## src/rtl/divmod2_pkg.sv

```systemverilog
// Shared types and constants for the divmod2 scheduler slice.
// Holds the FSM encoding and the pointer-advance helper.
package divmod2_pkg;

    localparam int W               = 8;
    localparam int TIMEOUT_DEFAULT = 15;
    localparam int ID_W            = 3;

    typedef enum logic [1:0] {
        S_IDLE    = 2'd0,
        S_RUN     = 2'd1,
        S_CAPTURE = 2'd2,
        S_CLEAR   = 2'd3
    } state_t;

    function automatic logic [ID_W-1:0] rr_next(
        input logic [ID_W-1:0] id,
        input int              n
    );
        if (int'(id) >= n - 1)
            return '0;
        return id + 1'b1;
    endfunction

endpackage

```

## src/rtl/divmod2_sched_if.sv

```systemverilog
// Requester and unit-side signal bundle of the divmod2 scheduler.
// The slave modport is the scheduler view, master is the environment.
interface divmod2_sched_if #(
    parameter int N_REQ = 4,
    parameter int W     = 8
);

    logic [N_REQ-1:0]              req;
    logic [N_REQ*W-1:0]            req_a;
    logic [N_REQ-1:0]              gnt;
    logic                          rsp_valid;
    logic [divmod2_pkg::ID_W-1:0]  rsp_id;
    logic [W-1:0]                  rsp_div;
    logic                          rsp_mod;
    logic                          rsp_err;
    logic                          busy;
    logic                          unit_activate;
    logic                          unit_clr;
    logic [W-1:0]                  unit_a;
    logic [W-1:0]                  unit_div2;
    logic                          unit_mod2;
    logic                          unit_endop;

    modport slave (
        input  req,
        input  req_a,
        input  unit_div2,
        input  unit_mod2,
        input  unit_endop,
        output gnt,
        output rsp_valid,
        output rsp_id,
        output rsp_div,
        output rsp_mod,
        output rsp_err,
        output busy,
        output unit_activate,
        output unit_clr,
        output unit_a
    );

    modport master (
        output req,
        output req_a,
        output unit_div2,
        output unit_mod2,
        output unit_endop,
        input  gnt,
        input  rsp_valid,
        input  rsp_id,
        input  rsp_div,
        input  rsp_mod,
        input  rsp_err,
        input  busy,
        input  unit_activate,
        input  unit_clr,
        input  unit_a
    );

endinterface

```

## src/rtl/divmod2_sched_rr_arbiter.sv

```systemverilog
// Combinational round-robin picker: first set request at or after i_ptr.
// The pointer register is owned by the scheduler.
module rr_arbiter #(
    parameter int N_REQ = 4,
    parameter int ID_W  = divmod2_pkg::ID_W
) (
    input  logic [N_REQ-1:0] i_req,
    input  logic [ID_W-1:0]  i_ptr,
    output logic [N_REQ-1:0] o_gnt,
    output logic [ID_W-1:0]  o_idx,
    output logic             o_any
);

    always_comb begin
        o_gnt = '0;
        o_idx = '0;
        o_any = 1'b0;
        for (int k = 0; k < N_REQ; k++) begin
            int j;
            j = int'(i_ptr) + k;
            if (j >= N_REQ)
                j = j - N_REQ;
            if (!o_any && i_req[j]) begin
                o_any    = 1'b1;
                o_gnt[j] = 1'b1;
                o_idx    = ID_W'(j);
            end
        end
    end

endmodule

```

## src/rtl/divmod2_sched.sv

```systemverilog
// Shares one iterative divide-by-2 unit among N_REQ requesters.
// Grants round-robin, runs the unit to endop or watchdog, returns tagged result.
module divmod2_sched #(
    parameter int N_REQ   = 4,
    parameter int W       = 8,
    parameter int TIMEOUT = divmod2_pkg::TIMEOUT_DEFAULT
) (
    input  logic            clk,
    input  logic            reset,
    divmod2_sched_if.slave  bus
);

    import divmod2_pkg::*;

    localparam int WD_W = (TIMEOUT < 1) ? 1 : $clog2(TIMEOUT + 1);

    state_t           r_state;
    state_t           w_next;

    logic [ID_W-1:0]  r_ptr;
    logic [ID_W-1:0]  r_id;
    logic [W-1:0]     r_a;
    logic [W-1:0]     r_div;
    logic             r_mod;
    logic             r_err;
    logic [WD_W-1:0]  r_wd;

    logic [N_REQ-1:0] w_gnt;
    logic [ID_W-1:0]  w_idx;
    logic             w_any;
    logic [W-1:0]     w_opnd;
    logic             w_tmo;

    rr_arbiter #(
        .N_REQ (N_REQ),
        .ID_W  (ID_W)
    ) u_arb (
        .i_req (bus.req),
        .i_ptr (r_ptr),
        .o_gnt (w_gnt),
        .o_idx (w_idx),
        .o_any (w_any)
    );

    always_comb begin
        w_opnd = '0;
        for (int k = 0; k < N_REQ; k++) begin
            if (w_idx == ID_W'(k))
                w_opnd = bus.req_a[k*W +: W];
        end
    end

    assign w_tmo = (r_wd == WD_W'(TIMEOUT));

    always_ff @(posedge clk or posedge reset) begin
        if (reset)
            r_state <= S_IDLE;
        else
            r_state <= w_next;
    end

    always_comb begin
        w_next = r_state;
        unique case (r_state)
            S_IDLE:    if (w_any) w_next = S_RUN;
            S_RUN:     if (bus.unit_endop || w_tmo) w_next = S_CAPTURE;
            S_CAPTURE: w_next = S_CLEAR;
            S_CLEAR:   w_next = S_IDLE;
            default:   w_next = S_IDLE;
        endcase
    end

    // endop has priority over the watchdog on the same cycle
    always_ff @(posedge clk or posedge reset) begin
        if (reset) begin
            r_ptr <= '0;
            r_id  <= '0;
            r_a   <= '0;
            r_div <= '0;
            r_mod <= 1'b0;
            r_err <= 1'b0;
            r_wd  <= '0;
        end else begin
            unique case (r_state)
                S_IDLE: begin
                    if (w_any) begin
                        r_a  <= w_opnd;
                        r_id <= w_idx;
                        r_wd <= '0;
                    end
                end
                S_RUN: begin
                    if (bus.unit_endop) begin
                        r_div <= bus.unit_div2;
                        r_mod <= bus.unit_mod2;
                        r_err <= 1'b0;
                    end else if (w_tmo) begin
                        r_div <= '0;
                        r_mod <= 1'b0;
                        r_err <= 1'b1;
                    end else begin
                        r_wd <= r_wd + 1'b1;
                    end
                end
                S_CLEAR: r_ptr <= rr_next(r_id, N_REQ);
                default: ;
            endcase
        end
    end

    // reset gates the combinational grant so no pulse leaks while held
    assign bus.gnt = (r_state == S_IDLE && !reset) ? w_gnt : '0;

    assign bus.rsp_valid     = (r_state == S_CAPTURE);
    assign bus.rsp_id        = r_id;
    assign bus.rsp_div       = r_div;
    assign bus.rsp_mod       = r_mod;
    assign bus.rsp_err       = r_err;
    assign bus.busy          = (r_state != S_IDLE);
    assign bus.unit_activate = (r_state == S_RUN);
    assign bus.unit_clr      = reset | (r_state == S_CLEAR);
    assign bus.unit_a        = r_a;

endmodule

```

## src/flat_wrapper.sv

```systemverilog
// flat-port wrapper written by rule: the top's interface ports become plain ports
module divmod2_sched_flat import divmod2_pkg::*;
#(
    parameter int N_REQ   = 4,
    parameter int W       = 8,
    parameter int TIMEOUT = divmod2_pkg::TIMEOUT_DEFAULT
)
  (clk, reset, bus_req, bus_req_a, bus_unit_div2, bus_unit_mod2, bus_unit_endop, bus_gnt, bus_rsp_valid, bus_rsp_id, bus_rsp_div, bus_rsp_mod, bus_rsp_err, bus_busy, bus_unit_activate, bus_unit_clr, bus_unit_a);
  divmod2_sched_if #(.N_REQ(N_REQ), .W(W)) bus_i ();
  input  logic clk;
  input  logic reset;
  input wire logic [$bits(bus_i.req)-1:0] bus_req;
  input wire logic [$bits(bus_i.req_a)-1:0] bus_req_a;
  input wire logic [$bits(bus_i.unit_div2)-1:0] bus_unit_div2;
  input wire logic [$bits(bus_i.unit_mod2)-1:0] bus_unit_mod2;
  input wire logic [$bits(bus_i.unit_endop)-1:0] bus_unit_endop;
  output wire logic [$bits(bus_i.gnt)-1:0] bus_gnt;
  output wire logic [$bits(bus_i.rsp_valid)-1:0] bus_rsp_valid;
  output wire logic [$bits(bus_i.rsp_id)-1:0] bus_rsp_id;
  output wire logic [$bits(bus_i.rsp_div)-1:0] bus_rsp_div;
  output wire logic [$bits(bus_i.rsp_mod)-1:0] bus_rsp_mod;
  output wire logic [$bits(bus_i.rsp_err)-1:0] bus_rsp_err;
  output wire logic [$bits(bus_i.busy)-1:0] bus_busy;
  output wire logic [$bits(bus_i.unit_activate)-1:0] bus_unit_activate;
  output wire logic [$bits(bus_i.unit_clr)-1:0] bus_unit_clr;
  output wire logic [$bits(bus_i.unit_a)-1:0] bus_unit_a;
  assign bus_i.req = bus_req;
  assign bus_i.req_a = bus_req_a;
  assign bus_i.unit_div2 = bus_unit_div2;
  assign bus_i.unit_mod2 = bus_unit_mod2;
  assign bus_i.unit_endop = bus_unit_endop;
  assign bus_gnt = bus_i.gnt;
  assign bus_rsp_valid = bus_i.rsp_valid;
  assign bus_rsp_id = bus_i.rsp_id;
  assign bus_rsp_div = bus_i.rsp_div;
  assign bus_rsp_mod = bus_i.rsp_mod;
  assign bus_rsp_err = bus_i.rsp_err;
  assign bus_busy = bus_i.busy;
  assign bus_unit_activate = bus_i.unit_activate;
  assign bus_unit_clr = bus_i.unit_clr;
  assign bus_unit_a = bus_i.unit_a;
  divmod2_sched #(.N_REQ(N_REQ), .W(W), .TIMEOUT(TIMEOUT)) u_core (.clk(clk), .reset(reset), .bus(bus_i));
endmodule
```

## config.mk

```make
export PLATFORM = sky130hd
export DESIGN_NAME = divmod2_sched_flat
export DESIGN_NICKNAME = d
export VERILOG_FILES = /design/src/rtl/divmod2_pkg.sv /design/src/rtl/divmod2_sched_if.sv /design/src/rtl/divmod2_sched_rr_arbiter.sv /design/src/rtl/divmod2_sched.sv /design/src/flat_wrapper.sv
export SDC_FILE = /design/constraint.sdc
export NUM_CORES = 1
export LEC_CHECK = 0
export ABC_AREA = 1
export BUFFER_PORTS_ARGS = -buffer_cell sky130_fd_sc_hd__buf_2
export CAP_MARGIN = 20
export CORE_ASPECT_RATIO = 0.9
export CORE_MARGIN = 1
export CORE_UTILIZATION = 51
export DETAILED_ROUTE_END_ITERATION = 12
export GPL_TIMING_DRIVEN = 0
export PLACE_DENSITY_LB_ADDON = 0.2
export SLEW_MARGIN = 20
export SYNTH_ARGS = -nofsm -noshare
export SYNTH_HDL_FRONTEND = slang
export SYNTH_SLANG_ARGS = --single-unit
```

## constraint.sdc

```tcl
create_clock -name clk -period 3.1 [get_ports clk]
set_input_delay 0.465 -clock clk [delete_from_list [all_inputs] [get_ports clk]]
set_output_delay 0.465 -clock clk [all_outputs]
set_load 0.05 [all_outputs]
```

==> results of run 1 <==
## cells by family after synthesis
logic type               synth area share (%)
adder cells (fa/ha/maj)                 8.197
AND/OR/NAND/NOR                         36.72
flip-flops                              32.79
XOR/XNOR                               0.3826
AO/OA/AOI/OAI                           12.41
buffers and inverters                   9.508
## through the flow
| stage | hold WS (ns) | util (%) | setup slack, ns |
|---|---|---|---|
| 5_1_grt | 0.3331 | 68.09 | -0.004893 |
| 6_report | 0.2741 | 68.09 | 0.1682 |
| 4_1_cts | 0.3010 | 67.79 | 0.07109 |
| 3_5_place_dp | 0.4609 | 65.61 | 0.4126 |
| 2_1_floorplan | 0.4681 | - | 0.6911 |
| 3_3_place_gp | 0.4587 | 65.61 | 0.4529 |
## final cells by class
class / instances / area share [%]
clock buffers: 7 / 3.030
clock inverters: 1 / 0.1757
repair buffers: 76 / 13.53
inverters: 44 / 5.885
multi-input cells: 227 / 46.55
well taps: 60 / 2.635
flip-flops and latches: 30 / 26.44
plain buffers: 6 / 1.757
## cell usage after synthesis
cell type  count  area [um^2]
nand3_1       22        110.1
nand3_2        4        40.04
inv_2          3        11.26
nor3_1         3        15.01
nor2_1        10        37.54
clkinv_1       3        11.26
dfrtp_1       30        750.7
buf_2          1        5.000
a21oi_1        5        25.02
nand4_1       18        112.6
or2_2          1        6.260
o221ai_1       2        17.52
buf_4          3        22.52
nand3b_1       8        60.06
nor2_4         2        22.52
inv_4          1        6.260
nor2_8         2        40.04
xor2_1         1        8.760
nand2_4        3        33.78
o22ai_1        1        6.260
o31ai_1        2        15.01
buf_6          2        22.52
a21oi_2        2        17.52
o211ai_1       1        7.510
nand2_1       90        337.8
a22o_1         9        78.83
a32oi_1        1        8.760
o21ai_1        8        40.04
a22oi_1        1        7.510
o21ai_0       12        60.06
ha_1          15        187.7
inv_1         37        138.9
nand2_2        4        25.02
## power by group
group	internal [W]	switching [W]
combinational	0.000810	0.00192
clock	0.000179	0.000156
sequential	0.000569	0.000132
## sequential cells by signal (all words and copies together) (netlist names)
signal	cells
u_core.bus.unit_a	8
u_core.r_wd	4
u_core.bus.rsp_div	8
u_core.bus.rsp_id	3
u_core.r_ptr	3
u_core.r_state	2
u_core.bus.rsp_err	1
u_core.bus.rsp_mod	1
## worst max-delay path by stage
stage	from	depth (start not counted)	slack, ns	to
after floorplan	u_core.r_ptr[0]$_DFFE_PP0P_	11	0.69	bus_gnt[0]
after global placement	u_core.r_ptr[1]$_DFFE_PP0P_	10	0.45	bus_gnt[3]
after detailed placement	u_core.r_ptr[1]$_DFFE_PP0P_	10	0.41	bus_gnt[3]
after CTS	u_core.r_ptr[1]$_DFFE_PP0P_	10	0.07	bus_gnt[3]
after global routing	u_core.r_ptr[0]$_DFFE_PP0P_	12	-0.005	bus_gnt[3]
final	u_core.r_ptr[0]$_DFFE_PP0P_	12	0.17	bus_gnt[0]
## worst reg2reg max path, stage by stage, from the launching register on
cell	delay, ns
dfrtp_2	0.40
buf_4	0.18
inv_2	0.11
ha_1	0.37
inv_1	0.11
nand3_1	0.09
nand2_1	0.12
nor2_4	0.20
nand2_1	0.07
nand2_1	0.06
nand2_1	0.06
nand2_2	0.15
inv_4	0.07
buf_4	0.17
nand3_1	0.08
nand2_1	0.05
o21ai_1	0.13
nand2_1	0.06
## repair_timing
item	4_1_cts	5_1_grt
buffers inserted	0	0
gates resized for setup	0	7
endpoints found under the setup margin	0	4
## per-layer routing
layer  wire length (um)  share of wire [%]
met5                  0                  0
met4                 51               0.87
met3                361                6.1
met2               2604                 44
met1               2855                 49
==> results.txt, run 1 <==
Crit Path Max Fanout: 9
WL per Instance: 13.02 um
Vias per Instance: 5.268
Post-DP HPWL: 4547 um
Slowest stage cell on the critical path: dfrtp_2
Synth unique cells: 33
Top-level I/O count: 77
Finish-stage setup viols: 0
Core footprint: 4184 um^2
CTS clock-pin slew for the worst setup and hold paths: 0.07 ns
Peak VDD IR: 0.6607 mV
GPL Wtd Cong: 0.9388
H-Tree Depth: 2
Met2 GRT Util: 41.36%
Fin. max-slew vios: 0
Overall routing resource usage: 26.37%
Hold Path Class: in -> async
Global-route met1 utilization: 36.83%
Tmin final: 2.932 ns
Pwr dens: 1323 nW/um^2
Global route hottest layer: met2
Number of inserted diodes: 0
Most frequent cells in the layout: nand2_1, buf_2, inv_1, dfrtp_1, nand3_1
Met3 Usage GRT: 5.828%
Worst path required time: 2.63 ns
Fmax: 341.1 MHz
Final Hold Fails: 0
Mapped Area: 2290 um^2
Antenna-violating nets left: 0
Clock Skew: 0.008461 ns
Cell area after placement: 2745 um^2
Worst-Skew Late Latency: 0.29 ns
DR DRC count: 0
Outcome: finished, final reports clean
Register area: 753.2 um^2
R2r startpoint: u_core.r_ptr[0]$_DFFE_PP0P_
Crit-path max cell delay: 0.40 ns
CP cell instances: buf_4 -> inv_2 -> ha_1 -> inv_1 -> nand2_1 -> nand2_2 -> nor2_8 -> nand3_2 -> o221ai_1 -> nand2_1 -> inv_1 -> buf_2
WS Path Type: reg -> out
TritonCTS buffer count: 5
Placed cells: 443
Chip height: 65.57 um
Sink Count: 30
Tot Pwr: 0.003770 W
Multi-input logic area: 1326 um^2
WL final: 5872 um
Register area share after synthesis: 32.79%
CTS Hold Bufs: 0
Number of synthesized register bits: 30
Yosys warns: 0
Pin count of the biggest net entering global routing: 31
Fillers: 383
GRT overflow: 0
Layout cells sized above 1: 29.41%
Register-to-Register Path Depth: 17
Delay-heaviest family, CP: buffers and inverters
Die area: 4762 um^2
Crit start category: register
Total of max-cap violations: 0
Cell Rows: 22
Setup slack, reg-to-reg: 0.48 ns
Leak Pwr: 1.642 nW
First-pass GRT wire length: 9556 um
CTS tree: yes
Post-Syn Instances: 307
Die Wd: 72.63 um
Syn Area/Cell: 7.458 um^2
TNS Setup: 0 ns
# nets final: 453
Initial Util: 54.72%
IO buf count: 76
DR vias: 2376
Arrival time worst endpoint: 2.47 ns
Design area: 2849 um^2
1st-iter DRT viols: 132
Initial antenna violation count: 0
Initial DRT Pass Iterations: 4
Slew HR: 57.98%
Fin crit share: 94.57%
Layout area overhead: 24.43%
Most common cell after layout, fill and taps aside: nand2_1
Final Non-Filler Cells: 451
Vias in the first global route: 2121
CP bufs+invs: 5
Crit end category: output port
Worst slew pin tran: 0.6293 ns
RR Endpoint: u_core.bus.unit_a[0]$_DFFE_PP0P_
CTS Buffer Depth: 2
Syn nets: 370
Root Buffer: clkbuf_8
Power figures use the tool's default switching activity.
==> run 2, diff against run 1 <==
--- a/config.mk
+++ b/config.mk
@@ -12,9 +12,9 @@
 export CORE_MARGIN = 1
 export CORE_UTILIZATION = 51
 export DETAILED_ROUTE_END_ITERATION = 12
-export GPL_TIMING_DRIVEN = 0
 export PLACE_DENSITY_LB_ADDON = 0.2
 export SLEW_MARGIN = 20
 export SYNTH_ARGS = -nofsm -noshare
 export SYNTH_HDL_FRONTEND = slang
 export SYNTH_SLANG_ARGS = --single-unit
+export TNS_END_PERCENT = 20
==> run 2 against run 1 <==
  * Non-clock buffer count decreased by 2
  * Combinational power shrank 2%
  * Global-route usage up 0.11 points
  * Sequential power is 2% lower
  * Die area stayed put
  * Final cell count fell by 0.67%
  * Count of clock-buffer cells in the layout is 2 lower
  * Total power fell by 2.8%
  * Wire length increased by 0.78%
  * Critical path type unchanged
==> results.txt, run 2 (synthesis results as in run 1) <==
Fin. max-slew vios: 0 (unchanged)
CP cell instances: inv_2 -> ha_1 -> inv_1 -> nand3_1 -> nand2_1 -> nand3_1 -> o21ai_0 -> o21ai_0 -> inv_1 -> buf_2 (was buf_4 -> inv_2 -> ha_1 -> inv_1 -> nand2_1 -> nand2_2 -> nor2_8 -> nand3_2 -> o221ai_1 -> nand2_1 -> inv_1 -> buf_2)
Pin count of the biggest net entering global routing: 31 (unchanged)
Register-to-Register Path Depth: 14 (was 17)
CP bufs+invs: 4 (was 5)
Layout area overhead: 22.46% (was 24.43%)
Layout Utilization: 67.02% (was 68.09%)
Die Wd: 72.63 um (unchanged)
Initial DRT Pass Iterations: 5 (was 4)
Crit start category: register (unchanged)
Placed cells: 441 (was 443)
GPL Wtd Cong: 0.9724 (was 0.9388)
Finish-stage setup viols: 0 (unchanged)
Sink Count: 30 (unchanged)
1st-iter DRT viols: 209 (was 132)
Crit path launch: u_core.r_ptr[1]$_DFFE_PP0P_ (was u_core.r_ptr[0]$_DFFE_PP0P_)
Outcome: finished, final reports clean (unchanged)
Switching Power: 0.002194 W (was 0.002212 W)
Reg power frac: 18.7% (was 18.6%)
Layout cells sized above 1: 28.09% (was 29.41%)
Sw Share: 59.87% (was 58.67%)
Worst-Skew Late Latency: 0.29 ns (about the same)
CTS Buffer Depth: 2 (unchanged)
Final Hold Fails: 0 (unchanged)
TNS Setup: 0 ns (unchanged)
Post-CTS sizing: 0 (unchanged)
Die area: 4762 um^2 (unchanged)
DR DRC count: 0 (unchanged)
Overall routing resource usage: 26.48% (was 26.37%)
WL per Instance: 13.21 um (was 13.02 um)
Initial Util: 54.72% (unchanged)
Post-DP HPWL: 4443 um (was 4547 um)
Arrival time worst endpoint: 2.21 ns (was 2.47 ns)
CTS Hold Bufs: 0 (unchanged)
RR Endpoint: u_core.bus.unit_a[4]$_DFFE_PP0P_ (was u_core.bus.unit_a[0]$_DFFE_PP0P_)
Number of inserted diodes: 0 (unchanged)
Most common cell after layout, fill and taps aside: nand2_1 (unchanged)
Vias in the first global route: 2104 (was 2121)
Hold Path Class: in -> async (unchanged)
Top-level I/O count: 77 (unchanged)
Power Internal: 0.001470 W (was 0.001558 W)
CP Capture Point: bus_gnt[3] (was bus_gnt[0])
Antenna-violating nets left: 0 (unchanged)
R2r startpoint: u_core.r_ptr[1]$_DFFE_PP0P_ (was u_core.r_ptr[0]$_DFFE_PP0P_)
Worst slew pin tran: 0.4904 ns (was 0.6293 ns)
Clock share of power: 8.2% (was 8.9%)
Delay-heaviest family, CP: buffers and inverters (unchanged)
Initial antenna violation count: 0 (unchanged)
Tmin final: 2.674 ns (was 2.932 ns)
Setup slack, reg-to-reg: 0.76 ns (was 0.48 ns)
Fmax: 374.0 MHz (was 341.1 MHz)
Slowest stage cell on the critical path: dfrtp_1 (was dfrtp_2)
WL final: 5918 um (was 5872 um)
Design area: 2804 um^2 (was 2849 um^2)
DR vias: 2384 (was 2376)
Clock Skew: 0.003654 ns (was 0.008461 ns)
GRT overflow: 0 (unchanged)
Crit-path max cell delay: 0.38 ns (was 0.40 ns)
Most frequent cells in the layout: nand2_1, buf_2, inv_1, dfrtp_1, nand3_1 (unchanged)
Slew HR: 66.96% (was 57.98%)
Crit end category: output port (unchanged)
RSZ-0062 raised after global routing: false
Vias per Instance: 5.321 (was 5.268)
First-pass GRT wire length: 9722 um (was 9556 um)
Cell Rows: 22 (unchanged)
Crit path depth: 10 (was 12)
TritonCTS buffer count: 5 (unchanged)
WHS: 0.2591 ns (was 0.2741 ns)
Pwr dens: 1307 nW/um^2 (was 1323 nW/um^2)
Combinational fraction of design power: 73.0% (was 72.5%)
Leak Pwr: 1.632 nW (was 1.642 nW)
# nets final: 451 (was 453)
H-Tree Depth: 2 (unchanged)
Core footprint: 4184 um^2 (unchanged)
Chip height: 65.57 um (unchanged)
CTS tree: yes (unchanged)
Crit Path Max Fanout: 7 (was 9)
Cell area after placement: 2725 um^2 (was 2745 um^2)
Fillers: 392 (was 383)
Fin crit share: 86.25% (was 94.57%)
Post-CTS setup buffer count: 0 (unchanged)
Total of max-cap violations: 0 (unchanged)
CTS clock-pin slew for the worst setup and hold paths: 0.06 ns (was 0.07 ns)
Peak VDD IR: 0.7891 mV (was 0.6607 mV)
Worst path required time: 2.63 ns (about the same)
Root Buffer: clkbuf_8 (unchanged)
IO buf count: 76 (unchanged)
Final Non-Filler Cells: 448 (was 451)
WS Path Type: reg -> out (unchanged)
run 2: changes by cell type in the layout (fill, tap and decap cells not counted), moves of 2 or more:
cell,before,now
dfrtp_1,28,30
clkbuf_4,2,0
o21ai_0,10,12
buf_6,2,0
o21ai_1,10,8
dfrtp_2,2,0
run 2: stage by stage:
step / total power [W] / setup slack [ns]
5_1_grt: 0.003981 / 0.2565
3_3_place_gp: 0.003303 / 0.8237
2_1_floorplan: 0.002837 / 0.6911
6_report: 0.003664 / 0.4263
4_1_cts: 0.003652 / 0.4546
3_5_place_dp: 0.003337 / 0.7653
run 2: tightest hold or removal path, delay by kind of cell:
kind | cells | cell delay [ns]
buffers and inverters | 3 | 0.49
run 2: area by class of cell:
class	instances	area [um^2]	area share [%]
clock buffer	5	68.82	2.454
timing repair buffer	80	410.4	14.64
sequential	30	750.7	26.77
multi-input combinational	227	1321	47.12
tap	60	75.07	2.677
clock inverter	2	10.01	0.3570
inverter	44	167.7	5.979
run 2: metal layers:
| metal | GRT usage [%] | up-vias | share of wire, % |
|---|---|---|---|
| met5 | 0 | - | 0 |
| met4 | 5.147 | 0 | 0.34 |
| met3 | 6.442 | 2 | 7.8 |
| met2 | 40.77 | 80 | 45 |
| met1 | 37.89 | 1119 | 47 |
| li1 | - | 1183 | - |
run 2: power by group through the flow:
stage | registers (W) | logic (W) | clock network, W
global placement | 0.000679 | 0.00262 | 0
CTS | 0.000684 | 0.00266 | 0.000306
floorplan | 0.00109 | 0.00175 | 0
finish | 0.000687 | 0.00268 | 0.000302
detailed placement | 0.000688 | 0.00265 | 0
global route | 0.000705 | 0.00296 | 0.000321
run 2: worst min path at each step:
stage / start / end
after CTS: reset / u_core.r_wd[1]$_DFFE_PP0P_
after detailed placement: u_core.bus.unit_a[6]$_DFFE_PP0P_ / u_core.bus.unit_a[6]$_DFFE_PP0P_
after floorplan: u_core.r_wd[1]$_DFFE_PP0P_ / u_core.r_wd[1]$_DFFE_PP0P_
after global placement: u_core.bus.unit_a[7]$_DFFE_PP0P_ / u_core.bus.unit_a[7]$_DFFE_PP0P_
final: reset / u_core.r_ptr[1]$_DFFE_PP0P_
after global routing: reset / u_core.r_wd[1]$_DFFE_PP0P_
